<file path="src/rtl/junction_ctrl_pkg.sv">
// Shared definitions for the junction controller: state codes, LED codes,
// head/walk output bundle and the state->lamp decode helper.
package junction_ctrl_pkg;

  typedef enum logic [3:0] {
    A_RY   = 4'd0,
    A_GRN  = 4'd1,
    A_YEL  = 4'd2,
    B_RY   = 4'd3,
    B_GRN  = 4'd4,
    B_YEL  = 4'd5,
    ALLRED = 4'd6,
    PED    = 4'd7,
    FLASH  = 4'd8
  } state_t;

  typedef enum logic {DIR_A = 1'b0, DIR_B = 1'b1} dir_t;

  // {R,Y,G} lamp codes shared with the per-head drivers
  localparam logic [2:0] LED_R   = 3'b100;
  localparam logic [2:0] LED_RY  = 3'b110;
  localparam logic [2:0] LED_G   = 3'b001;
  localparam logic [2:0] LED_Y   = 3'b010;
  localparam logic [2:0] LED_OFF = 3'b000;

  typedef struct packed {
    logic [2:0] a;
    logic [2:0] b;
    logic       walk;
  } heads_t;

  // Non-served head shows red in every normal state; walk lamp only in PED.
  function automatic heads_t decode(state_t s, logic flash);
    heads_t h;
    h = '{a: LED_R, b: LED_R, walk: 1'b0};
    case (s)
      A_RY:  h.a = LED_RY;
      A_GRN: h.a = LED_G;
      A_YEL: h.a = LED_Y;
      B_RY:  h.b = LED_RY;
      B_GRN: h.b = LED_G;
      B_YEL: h.b = LED_Y;
      PED:   h.walk = 1'b1;
      FLASH: begin
        h.a = flash ? LED_Y : LED_OFF;
        h.b = h.a;
      end
      default: ;
    endcase
    return h;
  endfunction

endpackage

</file>
<file path="src/rtl/junction_ctrl_phase_timer.sv">
// Phase timer: loads duration-1 on phase entry, counts down on ce, holds at 0.
// Ports: clk, rst_n (async low), ce, load, value -> count, zero.
module junction_ctrl_phase_timer #(
  parameter int               CNT_W   = 8,
  parameter logic [CNT_W-1:0] RST_VAL = '0
) (
  input  logic             clk,
  input  logic             rst_n,
  input  logic             ce,
  input  logic             load,
  input  logic [CNT_W-1:0] value,
  output logic [CNT_W-1:0] count,
  output logic             zero
);

  always_ff @(posedge clk or negedge rst_n) begin
    if (!rst_n)                  count <= RST_VAL;
    else if (load)               count <= value;
    else if (ce && count != '0)  count <= count - 1'b1;
  end

  assign zero = (count == '0);

endmodule

</file>
<file path="src/rtl/junction_ctrl.sv">
// Two-approach junction controller (main road A, side road B, ped crossing).
// Rests on A green, serves B / pedestrian requests with all-red clearance,
// and offers a night flashing-yellow mode. Sequencing advances on ce only.
// Ports: clk, rst_n (async low), ce, req_b, ped_btn, night ->
//        led_a/led_b {R,Y,G}, ped_walk, timer (ticks left), phase (state code).
module junction_ctrl
  import junction_ctrl_pkg::*;
#(
  parameter int CNT_W    = 8,
  parameter int T_RY     = 2,
  parameter int T_GRN_A  = 6,
  parameter int T_GRN_B  = 5,
  parameter int T_YEL    = 3,
  parameter int T_ALLRED = 2,
  parameter int T_WALK   = 4
) (
  input  logic             clk,
  input  logic             rst_n,
  input  logic             ce,
  input  logic             req_b,
  input  logic             ped_btn,
  input  logic             night,
  output logic [2:0]       led_a,
  output logic [2:0]       led_b,
  output logic             ped_walk,
  output logic [CNT_W-1:0] timer,
  output logic [3:0]       phase
);

  state_t           state, state_n;
  dir_t             last_dir, last_n;
  logic             flash_ph, req_b_pend, ped_pend;
  logic             t_zero, expire, load, clr_b, clr_p;
  logic [CNT_W-1:0] load_val;
  heads_t           heads;

  junction_ctrl_phase_timer #(
    .CNT_W  (CNT_W),
    .RST_VAL(CNT_W'(T_ALLRED - 1))
  ) u_timer (
    .clk  (clk),
    .rst_n(rst_n),
    .ce   (ce),
    .load (load),
    .value(load_val),
    .count(timer),
    .zero (t_zero)
  );

  assign expire = ce && t_zero;

  always_comb begin
    state_n = state;
    last_n  = last_dir;
    if (expire) begin
      case (state)
        A_RY:  state_n = A_GRN;
        // A green rests at timer 0 until something asks for the junction
        A_GRN: if (req_b_pend || ped_pend || night) state_n = A_YEL;
        A_YEL: begin state_n = ALLRED; last_n = DIR_A; end
        B_RY:  state_n = B_GRN;
        B_GRN: state_n = B_YEL;
        B_YEL: begin state_n = ALLRED; last_n = DIR_B; end
        ALLRED: begin
          if (night)                               state_n = FLASH;
          else if (ped_pend)                       state_n = PED;
          else if (last_dir == DIR_A && req_b_pend) state_n = B_RY;
          else                                     state_n = A_RY;
        end
        PED:   state_n = ALLRED;
        // FLASH keeps its timer at 0, so expiry is simply every ce
        FLASH: if (!night) begin state_n = ALLRED; last_n = DIR_B; end
        default: state_n = ALLRED;
      endcase
    end
  end

  // No phase transitions to itself, so any change of state is an entry
  assign load = (state_n != state);

  always_comb begin
    load_val = '0;
    case (state_n)
      A_RY, B_RY:   load_val = CNT_W'(T_RY - 1);
      A_GRN:        load_val = CNT_W'(T_GRN_A - 1);
      B_GRN:        load_val = CNT_W'(T_GRN_B - 1);
      A_YEL, B_YEL: load_val = CNT_W'(T_YEL - 1);
      ALLRED:       load_val = CNT_W'(T_ALLRED - 1);
      PED:          load_val = CNT_W'(T_WALK - 1);
      default:      load_val = '0;
    endcase
  end

  // Request latches run every clk; clear beats a same-cycle set. Held clear
  // around FLASH so night mode does not leave stale service requests.
  assign clr_b = (state == FLASH) || (state_n == FLASH) ||
                 (state != B_GRN && state_n == B_GRN);
  assign clr_p = (state == FLASH) || (state_n == FLASH) ||
                 (state != PED && state_n == PED);

  always_ff @(posedge clk or negedge rst_n) begin
    if (!rst_n) begin
      state      <= ALLRED;
      last_dir   <= DIR_B;
      flash_ph   <= 1'b0;
      req_b_pend <= 1'b0;
      ped_pend   <= 1'b0;
    end else begin
      state      <= state_n;
      last_dir   <= last_n;
      req_b_pend <= clr_b ? 1'b0 : (req_b_pend | req_b);
      ped_pend   <= clr_p ? 1'b0 : (ped_pend | ped_btn);
      // entering FLASH from ALLRED starts dark; first ce lights yellow
      if (state != FLASH) flash_ph <= 1'b0;
      else if (ce)        flash_ph <= ~flash_ph;
    end
  end

  assign heads    = decode(state, flash_ph);
  assign led_a    = heads.a;
  assign led_b    = heads.b;
  assign ped_walk = heads.walk;
  assign phase    = state;

endmodule

</file>
<file path="config.mk">
export PLATFORM = sky130hd
export DESIGN_NAME = junction_ctrl
export DESIGN_NICKNAME = d
export VERILOG_FILES = /design/src/rtl/junction_ctrl_pkg.sv /design/src/rtl/junction_ctrl_phase_timer.sv /design/src/rtl/junction_ctrl.sv
export SDC_FILE = /design/constraint.sdc
export NUM_CORES = 1
export LEC_CHECK = 0
export BUFFER_PORTS_ARGS = -buffer_cell sky130_fd_sc_hd__buf_2
export CAP_MARGIN = 10
export CORE_MARGIN = 2
export CORE_UTILIZATION = 55
export CTS_CLUSTER_SIZE = 20
export DETAILED_ROUTE_END_ITERATION = 16
export PLACE_DENSITY_LB_ADDON = 0.05
export SLEW_MARGIN = 20
export SYNTH_ARGS = -nofsm -noshare
export SYNTH_HDL_FRONTEND = slang
export SYNTH_HIERARCHICAL = 1
export SYNTH_SLANG_ARGS = --single-unit
</file>
<file path="constraint.sdc">
create_clock -name clk -period 3.6 [get_ports clk]
set_clock_uncertainty 0.15 [all_clocks]
set_input_delay 0.36 -clock clk [delete_from_list [all_inputs] [get_ports clk]]
set_output_delay 0.36 -clock clk [all_outputs]
set_load 0.005 [all_outputs]
</file>
==> load_flow_metrics.sql, run 1 <==
INSERT INTO impl_metrics (metric_group, metric, value, unit) VALUES
('critical_path', 'crit_required', '3.66', 'ns'),
('synthesis', 'yosys_warnings', '6', ''),
('place', 'place.gp.congestion', '0.8151', ''),
('cts', 'cts.htree.levels', '1', ''),
('timing', 'finalHoldViolations', '0', ''),
('cells_and_area', 'area_delta_synth_final', '8.827', '%'),
('critical_path', 'timing.rr.end', 'u_timer/count[3]', ''),
('synthesis', 'yosysTopAreaCellShare', '21.84', '%'),
('grt', 'number_of_global_route_vias_before_repair', '1198', ''),
('hold_path', 'worstHoldPathType', 'primary input to flip-flop', ''),
('synthesis', 'synth-edff-count', '0', ''),
('cells_and_area', 'num-fill-cells', '238', ''),
('timing', 'rsz0062_at_grt', 'no', ''),
('critical_path', 'cp_num_buf_inv', '1', ''),
('critical_path', 'timing_endpoint_of_the_critical_path', 'u_timer/count[3]', ''),
('critical_path', 'family_with_the_most_delay_on_the_worst_path', 'simple AND/OR/NAND/NOR gates', ''),
('cts', 'clock_sink_total', '16', ''),
('timing', 'fin_worst_hold_slack', '0.2064', 'ns'),
('critical_path', 'r2r_start', 'u_timer/count[1]', ''),
('drt', 'vias_per_cell', '6.101', ''),
('drt', 'wire_per_inst', '14.87', 'um'),
('synthesis', 'synthAdderAreaFrac', '1.820', '%'),
('die', 'core_area', '2432', 'um2'),
('status', 'status', 'completed', ''),
('power_and_ir_drop', 'ir_drop', '0.4703', 'mV'),
('die', 'floorplan.rows', '18', ''),
('cts', 'cts_max_path_buffers', '2', ''),
('critical_path', 'critical_path.startpoint_type', 'flip-flop', ''),
('die', 'floorplan.die.width', '54', 'um'),
('critical_path', 'critPathSlowestCell', 'sky130_fd_sc_hd__or3b_2', ''),
('synthesis', 'syn_area_per_cell', '8.334', 'um2'),
('grt', 'grt_pass1_wl', '5.444', 'mm'),
('synthesis', 'post_synth_and_or_nand_nor_area_fraction', '28.39', '%'),
('synthesis', 'main_combinational_cell_family_by_area_after_synthesis', 'simple AND/OR/NAND/NOR gates', ''),
('grt', 'grt_max_degree', '23', ''),
('cts', 'number_of_buffers_created_by_cts', '3', ''),
('die', 'fp.dieH', '54', 'um'),
('timing', 'fmax', '314.7', 'MHz'),
('critical_path', 'timing.critical_path.slowest_cell_delay', '0.48', 'ns'),
('cells_and_area', 'drive_above_1_share', '26.74', '%'),
('cells_and_area', 'design.final.nets', '196', ''),
('critical_path', 'data_arrival_time_at_the_worst_slack_endpoint', '3.23', 'ns'),
('synthesis', 'synth-compound-area-share', '26.84', '%'),
('cts', 'worst_skew_pair.late_latency', '0.29', 'ns'),
('timing', 'setup_viol_count_final', '0', ''),
('power_and_ir_drop', 'leakagePower', '0.6517', 'nW'),
('die', 'floorplan.initialDensity', '56.53', '%'),
('timing', 'timing.final.crit_period', '3.178', 'ns'),
('critical_path', 'worst-r2r-setup-slack', '0.42', 'ns'),
('die', 'area_of_the_die', '2916', 'um2'),
('power_and_ir_drop', 'cellPowerDensity', '842.4', 'nW/um2'),
('cells_and_area', 'sequential_cell_area', '405.4', 'um2'),
('synthesis', 'synth_mux_area_share', '0.8189', '%'),
('drt', 'ant_nets', '0', ''),
('critical_path', 'crit_fanout', '7', ''),
('drt', 'detail_route.wirelength', '3.226', 'mm'),
('synthesis', 'synth_seq_area_share', '29.48', '%'),
('synthesis', 'syn_inst', '165', ''),
('grt', 'grt.total_usage', '25.06', '%'),
('cts', 'ctsRootBufferMaster', 'sky130_fd_sc_hd__clkbuf_4', ''),
('critical_path', 'critical_path.cell_chain', 'inv_1 > ha_1 > or3b_2 > nor2_1 > nand2_1 > a221oi_1 > a21oi_1 > nor2_1 > a21oi_1 > or4_1 > o221ai_1', ''),
('synthesis', 'synth_area_leader_cell', 'sky130_fd_sc_hd__dfrtp_1', ''),
('cts', 'tritoncts', 'built', ''),
('synthesis', 'synth.ff_latch_count', '16', ''),
('place', 'detailed_place_hpwl', '2.371', 'mm'),
('cells_and_area', 'n_antenna_cell', '0', ''),
('synthesis', 'netlist_area', '1375', 'um2'),
('timing', 'fin_setup_tns', '0', 'ns'),
('drt', 'dr_total_vias', '1324', ''),
('place', 'buffer_ports.inserted', '24', ''),
('timing', 'relSlewSlack', '48.94', '%');
[power by group]
part	internal [mW]	switching, mW	leakage [nW]
Clock	0.0615	0.0606	0.0210
Sequential	0.274	0.170	0.188
Combinational	0.333	0.361	0.442
[sequential cells by signal, indices dropped and copies added (netlist names)]
name / count
flash_ph: 1
last_dir: 1
ped_pend: 1
phase: 4
req_b_pend: 1
u_timer/count: 8
[cell usage in the layout, fill, tap and decap left out, types with 4 or more instances in the layout]
cell type | Yosys | layout
sky130_fd_sc_hd__nor2_1 | 17 | 17
sky130_fd_sc_hd__o21ai_0 | 9 | 9
sky130_fd_sc_hd__buf_2 | 2 | 24
sky130_fd_sc_hd__dfrtp_1 | 12 | 12
sky130_fd_sc_hd__nand2_1 | 7 | 7
sky130_fd_sc_hd__a21oi_1 | 16 | 16
sky130_fd_sc_hd__o211ai_1 | 4 | 4
sky130_fd_sc_hd__conb_1 | 1 | 5
sky130_fd_sc_hd__nor3_1 | 8 | 8
sky130_fd_sc_hd__dfstp_2 | 4 | 4
sky130_fd_sc_hd__nor3b_1 | 4 | 4
sky130_fd_sc_hd__inv_1 | 7 | 7
[area by class of cell]
type                    count  area share [%]
well taps                  30           2.508
clock buffers               4           2.425
flip-flops and latches     16           27.09
multi-input cells         133           56.77
inverters                   8           2.007
repair buffers             26           9.197
[per-layer routing]
layer	global-route usage (%)	routed length (um)	vias to the layer above
met5	0	0	-
met4	8.750	30	0
met3	3.333	138	6
met2	42.07	1629	34
met1	32.88	1427	633
li1	-	-	651
[worst reg2reg max path: stages (launching register included)]
cell	delay [ns]
sky130_fd_sc_hd__dfrtp_1	0.42
sky130_fd_sc_hd__inv_1	0.10
sky130_fd_sc_hd__ha_1	0.20
sky130_fd_sc_hd__or3b_2	0.48
sky130_fd_sc_hd__nor2_1	0.32
sky130_fd_sc_hd__nand2_1	0.16
sky130_fd_sc_hd__a221oi_1	0.30
sky130_fd_sc_hd__a21oi_1	0.12
sky130_fd_sc_hd__nor2_1	0.10
sky130_fd_sc_hd__a21oi_1	0.11
sky130_fd_sc_hd__or4_1	0.47
sky130_fd_sc_hd__o221ai_1	0.17
[metrics by stage]
| stage | instances | total power [mW] | instance area [um2] | util [%] | worst slack [ns] |
|---|---|---|---|---|---|
| after floorplan | 169 | 0.9796 | 1390 | - | 0.6319 |
| after global placement | 212 | 1.121 | 1450 | 59.62 | 0.5042 |
| after detailed placement | 212 | 1.132 | 1450 | 59.62 | 0.4754 |
| after CTS | 217 | 1.262 | 1496 | 61.52 | 0.4375 |
| after global routing | 217 | 1.382 | 1496 | 61.52 | 0.07106 |
| final | 217 | 1.261 | 1496 | 61.52 | 0.4219 |
[Yosys cell counts, drive strengths merged, types with 3 or more instances]
| cell type | count |
|---|---|
| a21o | 4 |
| o211ai | 4 |
| nor3b | 4 |
| a221o | 3 |
| nand3 | 3 |
| or4 | 4 |
| nor2 | 17 |
| o21ai | 9 |
| inv | 7 |
| nor3 | 8 |
| dfstp | 4 |
| or2 | 4 |
| a21oi | 17 |
| dfrtp | 12 |
| clkbuf | 4 |
| or3 | 4 |
| nand2 | 7 |
| buf | 8 |
| and2 | 3 |
[worst min-delay path by stage]
stage                from                to  slack, ns  depth (start not counted)
floorplan           rst_n          flash_ph      -0.09                          0
global placement    rst_n  u_timer/count[4]       0.15                          1
detailed placement  rst_n  u_timer/count[5]       0.15                          1
CTS                 req_b        req_b_pend       0.19                          3
global route        req_b        req_b_pend       0.23                          3
finish              req_b        req_b_pend       0.21                          3
[cell families after synthesis]
| family | count (synthesis) |
|---|---|
| multiplexers | 1 |
| buffers and inverters | 20 |
| adder cells (fa/ha/maj) | 2 |
| flip-flops | 16 |
| XOR/XNOR | 4 |
| other | 1 |
| AO/OA/AOI/OAI | 53 |
| AND/OR/NAND/NOR | 68 |
[timing repair]
item	CTS	global route
buffers inserted	0	0
endpoints found under the setup margin	0	0
endpoints found under the hold margin	12	0
hold buffers	1	0
gates resized for setup	0	0
Note: power is estimated with default switching activity, not from simulation.
==> inputs of run 2 (changes only) <==
CORE_UTILIZATION = 59   (was 55)
clock period = 4.04 ns   (was 3.6 ns; I/O delays follow)
==> run 2 against run 1 <==
  * Setup slack improved by 0.31 ns
  * Via count down 0.15%
  * Maximum frequency fell by 4.0%
  * Total power shrank 10%
  * Utilization rose by 6.0 points
  * First-iteration DRC count up 87%
  * Register-to-register slack better by 0.31 ns
  * Die area shrank 6.3%
  * Sequential cell count is the same
  * Routed wire length rose by 0.81%
  * Cell count is 0.92% lower
  * Clock-buffer cell count is the same
==> load_flow_metrics.sql, run 2 (same netlist as run 1, synthesis figures left out) <==
INSERT INTO impl_metrics (metric_group, metric, value, unit) VALUES
('status', 'status', 'completed', ''),
('place', 'detailed_place_hpwl', '2.321', 'mm'),
('cells_and_area', 'final_common_cell', 'sky130_fd_sc_hd__buf_2', ''),
('grt', 'globalRouteOverflowTotal', '0', ''),
('timing', 'final_max_slew_viol_count', '0', ''),
('power_and_ir_drop', 'clock_power_share', '9.7', '%'),
('grt', 'grt.busiest_layer', 'met2', ''),
('cts', 'cts_post_setup_buffers_inserted', '0', ''),
('timing', 'final.period_utilization', '81.95', '%'),
('cells_and_area', 'largest_reg_flops', '8', ''),
('critical_path', 'crit_fanout', '14', ''),
('critical_path', 'crit_type', 'flip-flop to flip-flop', ''),
('place', 'post_place_instance_area', '1448', 'um2'),
('grt', 'number_of_global_route_vias_before_repair', '1176', ''),
('timing', 'rsz0062_at_grt', 'no', ''),
('cts', 'number_of_buffers_created_by_cts', '3', ''),
('place', 'place.detailed.instances', '210', ''),
('cts', 'cts.htree.levels', '1', ''),
('timing', 'postLayoutSetupSlackWorst', '0.7290', 'ns'),
('cts', 'cts_repair_resize_count', '0', ''),
('die', 'fp.dieH', '52.28', 'um'),
('place', 'buffer_ports.inserted', '24', ''),
('cells_and_area', 'final_cell_mix', '24 x sky130_fd_sc_hd__buf_2, 17 x sky130_fd_sc_hd__nor2_1, 16 x sky130_fd_sc_hd__a21oi_1', ''),
('hold_path', 'worstHoldPathType', 'primary input to flip-flop', ''),
('power_and_ir_drop', 'sw_frac_of_total', '47.19', '%'),
('timing', 'finalHoldViolations', '0', ''),
('cts', 'clock_sink_total', '16', ''),
('grt', 'grt_pass1_wl', '5.382', 'mm'),
('timing', 'fin_setup_tns', '0', 'ns'),
('die', 'floorplan.initialDensity', '62.16', '%'),
('die', 'core_area', '2212', 'um2'),
('drt', 'drt_first_pass_iters', '5', ''),
('grt', 'globalRouteMet1Util', '33.27', '%'),
('drt', 'wire_per_inst', '15.13', 'um'),
('drt', 'detail_route.wirelength', '3.252', 'mm'),
('drt', 'ant_nets', '0', ''),
('drt', 'dr_total_vias', '1322', ''),
('cells_and_area', 'drive_above_1_share', '26.74', '%'),
('grt', 'groute.layer.met3.usage', '3.714', '%'),
('power_and_ir_drop', 'seq_power_share', '35.3', '%'),
('grt', 'gr-usage-met2', '45.15', '%'),
('critical_path', 'crit_required', '4.10', 'ns'),
('grt', 'grt_max_degree', '23', ''),
('timing', 'relSlewSlack', '48.79', '%'),
('critical_path', 'worst-r2r-setup-slack', '0.73', 'ns'),
('place', 'dp_slack', '0.7651', 'ns'),
('power_and_ir_drop', 'leakagePower', '0.6517', 'nW'),
('cts', 'ctsRootBufferMaster', 'sky130_fd_sc_hd__clkbuf_4', ''),
('cells_and_area', 'finalNonFillerCells', '215', ''),
('cts', 'cts_max_path_buffers', '2', ''),
('drt', 'vias_per_cell', '6.149', ''),
('timing', 'fin_worst_hold_slack', '0.2480', 'ns'),
('place', 'place.gp.congestion', '0.8210', ''),
('cts', 'tritoncts', 'built', ''),
('cells_and_area', 'util_after_layout', '67.53', '%'),
('cells_and_area', 'design.final.nets', '196', ''),
('power_and_ir_drop', 'ir_drop', '0.4898', 'mV'),
('grt', 'grt.total_usage', '26.33', '%'),
('drt', 'drc', '0', ''),
('grt', 'grt_antenna_before_repair', '0', ''),
('cells_and_area', 'num-fill-cells', '182', ''),
('power_and_ir_drop', 'pwr-share-comb', '55.0', '%'),
('timing', 'timing.final.crit_period', '3.311', 'ns'),
('power_and_ir_drop', 'cellPowerDensity', '755.9', 'nW/um2'),
('drt', 'drt_iter0_drc', '43', ''),
('die', 'floorplan.die.width', '52.28', 'um'),
('run', 'cap_violations', '0', ''),
('die', 'floorplan.rows', '17', ''),
('die', 'number_of_i_o_pins', '25', ''),
('cells_and_area', 'area_delta_synth_final', '8.644', '%'),
('cts', 'worst_setup_hold_path_clk_slew', '0.10', 'ns'),
('cts', 'worst_skew_pair.late_latency', '0.29', 'ns'),
('cells_and_area', 'n_antenna_cell', '0', ''),
('die', 'area_of_the_die', '2733', 'um2'),
('timing', 'fmax', '302.0', 'MHz'),
('cells_and_area', 'most_flops_register', 'u_timer/count', ''),
('cts', 'ctsHoldBuffers', '1', ''),
('power_and_ir_drop', 'power.total', '1.129', 'mW'),
('power_and_ir_drop', 'switchingPower', '0.5330', 'mW'),
('critical_path', 'cp-end-kind', 'flip-flop', ''),
('critical_path', 'critical_path.startpoint_type', 'flip-flop', ''),
('timing', 'setup_viol_count_final', '0', ''),
('critical_path', 'data_arrival_time_at_the_worst_slack_endpoint', '3.37', 'ns'),
('power_and_ir_drop', 'p_int', '0.5964', 'mW'),
('cells_and_area', 'stdcell_area', '1494', 'um2'),
('timing', 'worst_pin_slew', '0.7611', 'ns');
==> run 2: cell counts in the layout (fill, tap and decap cells not counted) <==
Identical to the previous run, type by type.
==> run 2: worst max-delay path, stage by stage, from the launching register on <==
cell and delay, ns:
sky130_fd_sc_hd__dfrtp_1 0.44, sky130_fd_sc_hd__inv_1 0.10, sky130_fd_sc_hd__ha_1 0.20, sky130_fd_sc_hd__or3b_2 0.49, sky130_fd_sc_hd__nor2_1 0.31, sky130_fd_sc_hd__nand2_1 0.15
sky130_fd_sc_hd__a221oi_1 0.29, sky130_fd_sc_hd__a21oi_1 0.11, sky130_fd_sc_hd__nor2_1 0.09, sky130_fd_sc_hd__a21oi_1 0.07, sky130_fd_sc_hd__buf_4 0.19, sky130_fd_sc_hd__or4_1 0.47
sky130_fd_sc_hd__o221ai_1 0.17
==> run 2: power by group through the flow <==
stage / registers (mW) / logic, mW / clock network [mW]
6_report: 0.399 / 0.621 / 0.109
5_1_grt: 0.419 / 0.692 / 0.117
4_1_cts: 0.395 / 0.618 / 0.111
3_5_place_dp: 0.399 / 0.612 / 0
3_3_place_gp: 0.391 / 0.604 / 0
2_1_floorplan: 0.322 / 0.550 / 0
==> run 2: cell type report <==
cell class	instances	area (um2)	share of cell area [%]
clock buffers	4	36.28	2.429
inverters	8	30.03	2.010
multi-input cells	133	849.6	56.87
flip-flops and latches	16	405.4	27.14
well taps	28	35.03	2.345
repair buffers	26	137.6	9.213
==> run 2: final timing paths <==
| path | from | endpoint | depth (start not counted) |
|---|---|---|---|
| max | u_timer/count[1] | u_timer/count[3] | 12 |
| min | req_b | req_b_pend | 3 |
| max reg2reg | u_timer/count[1] | u_timer/count[3] | 12 |
| min reg2reg | last_dir | last_dir | 2 |
| max in group asynchronous | rst_n | u_timer/count[0] | 2 |
| min in group asynchronous | rst_n | u_timer/count[4] | 2 |
==> run 2: per-layer routing <==
layer	vias to the layer above	share of wire, %
met5	-	0
met4	0	0.62
met3	4	3.4
met2	38	51
met1	626	45
li1	654	-
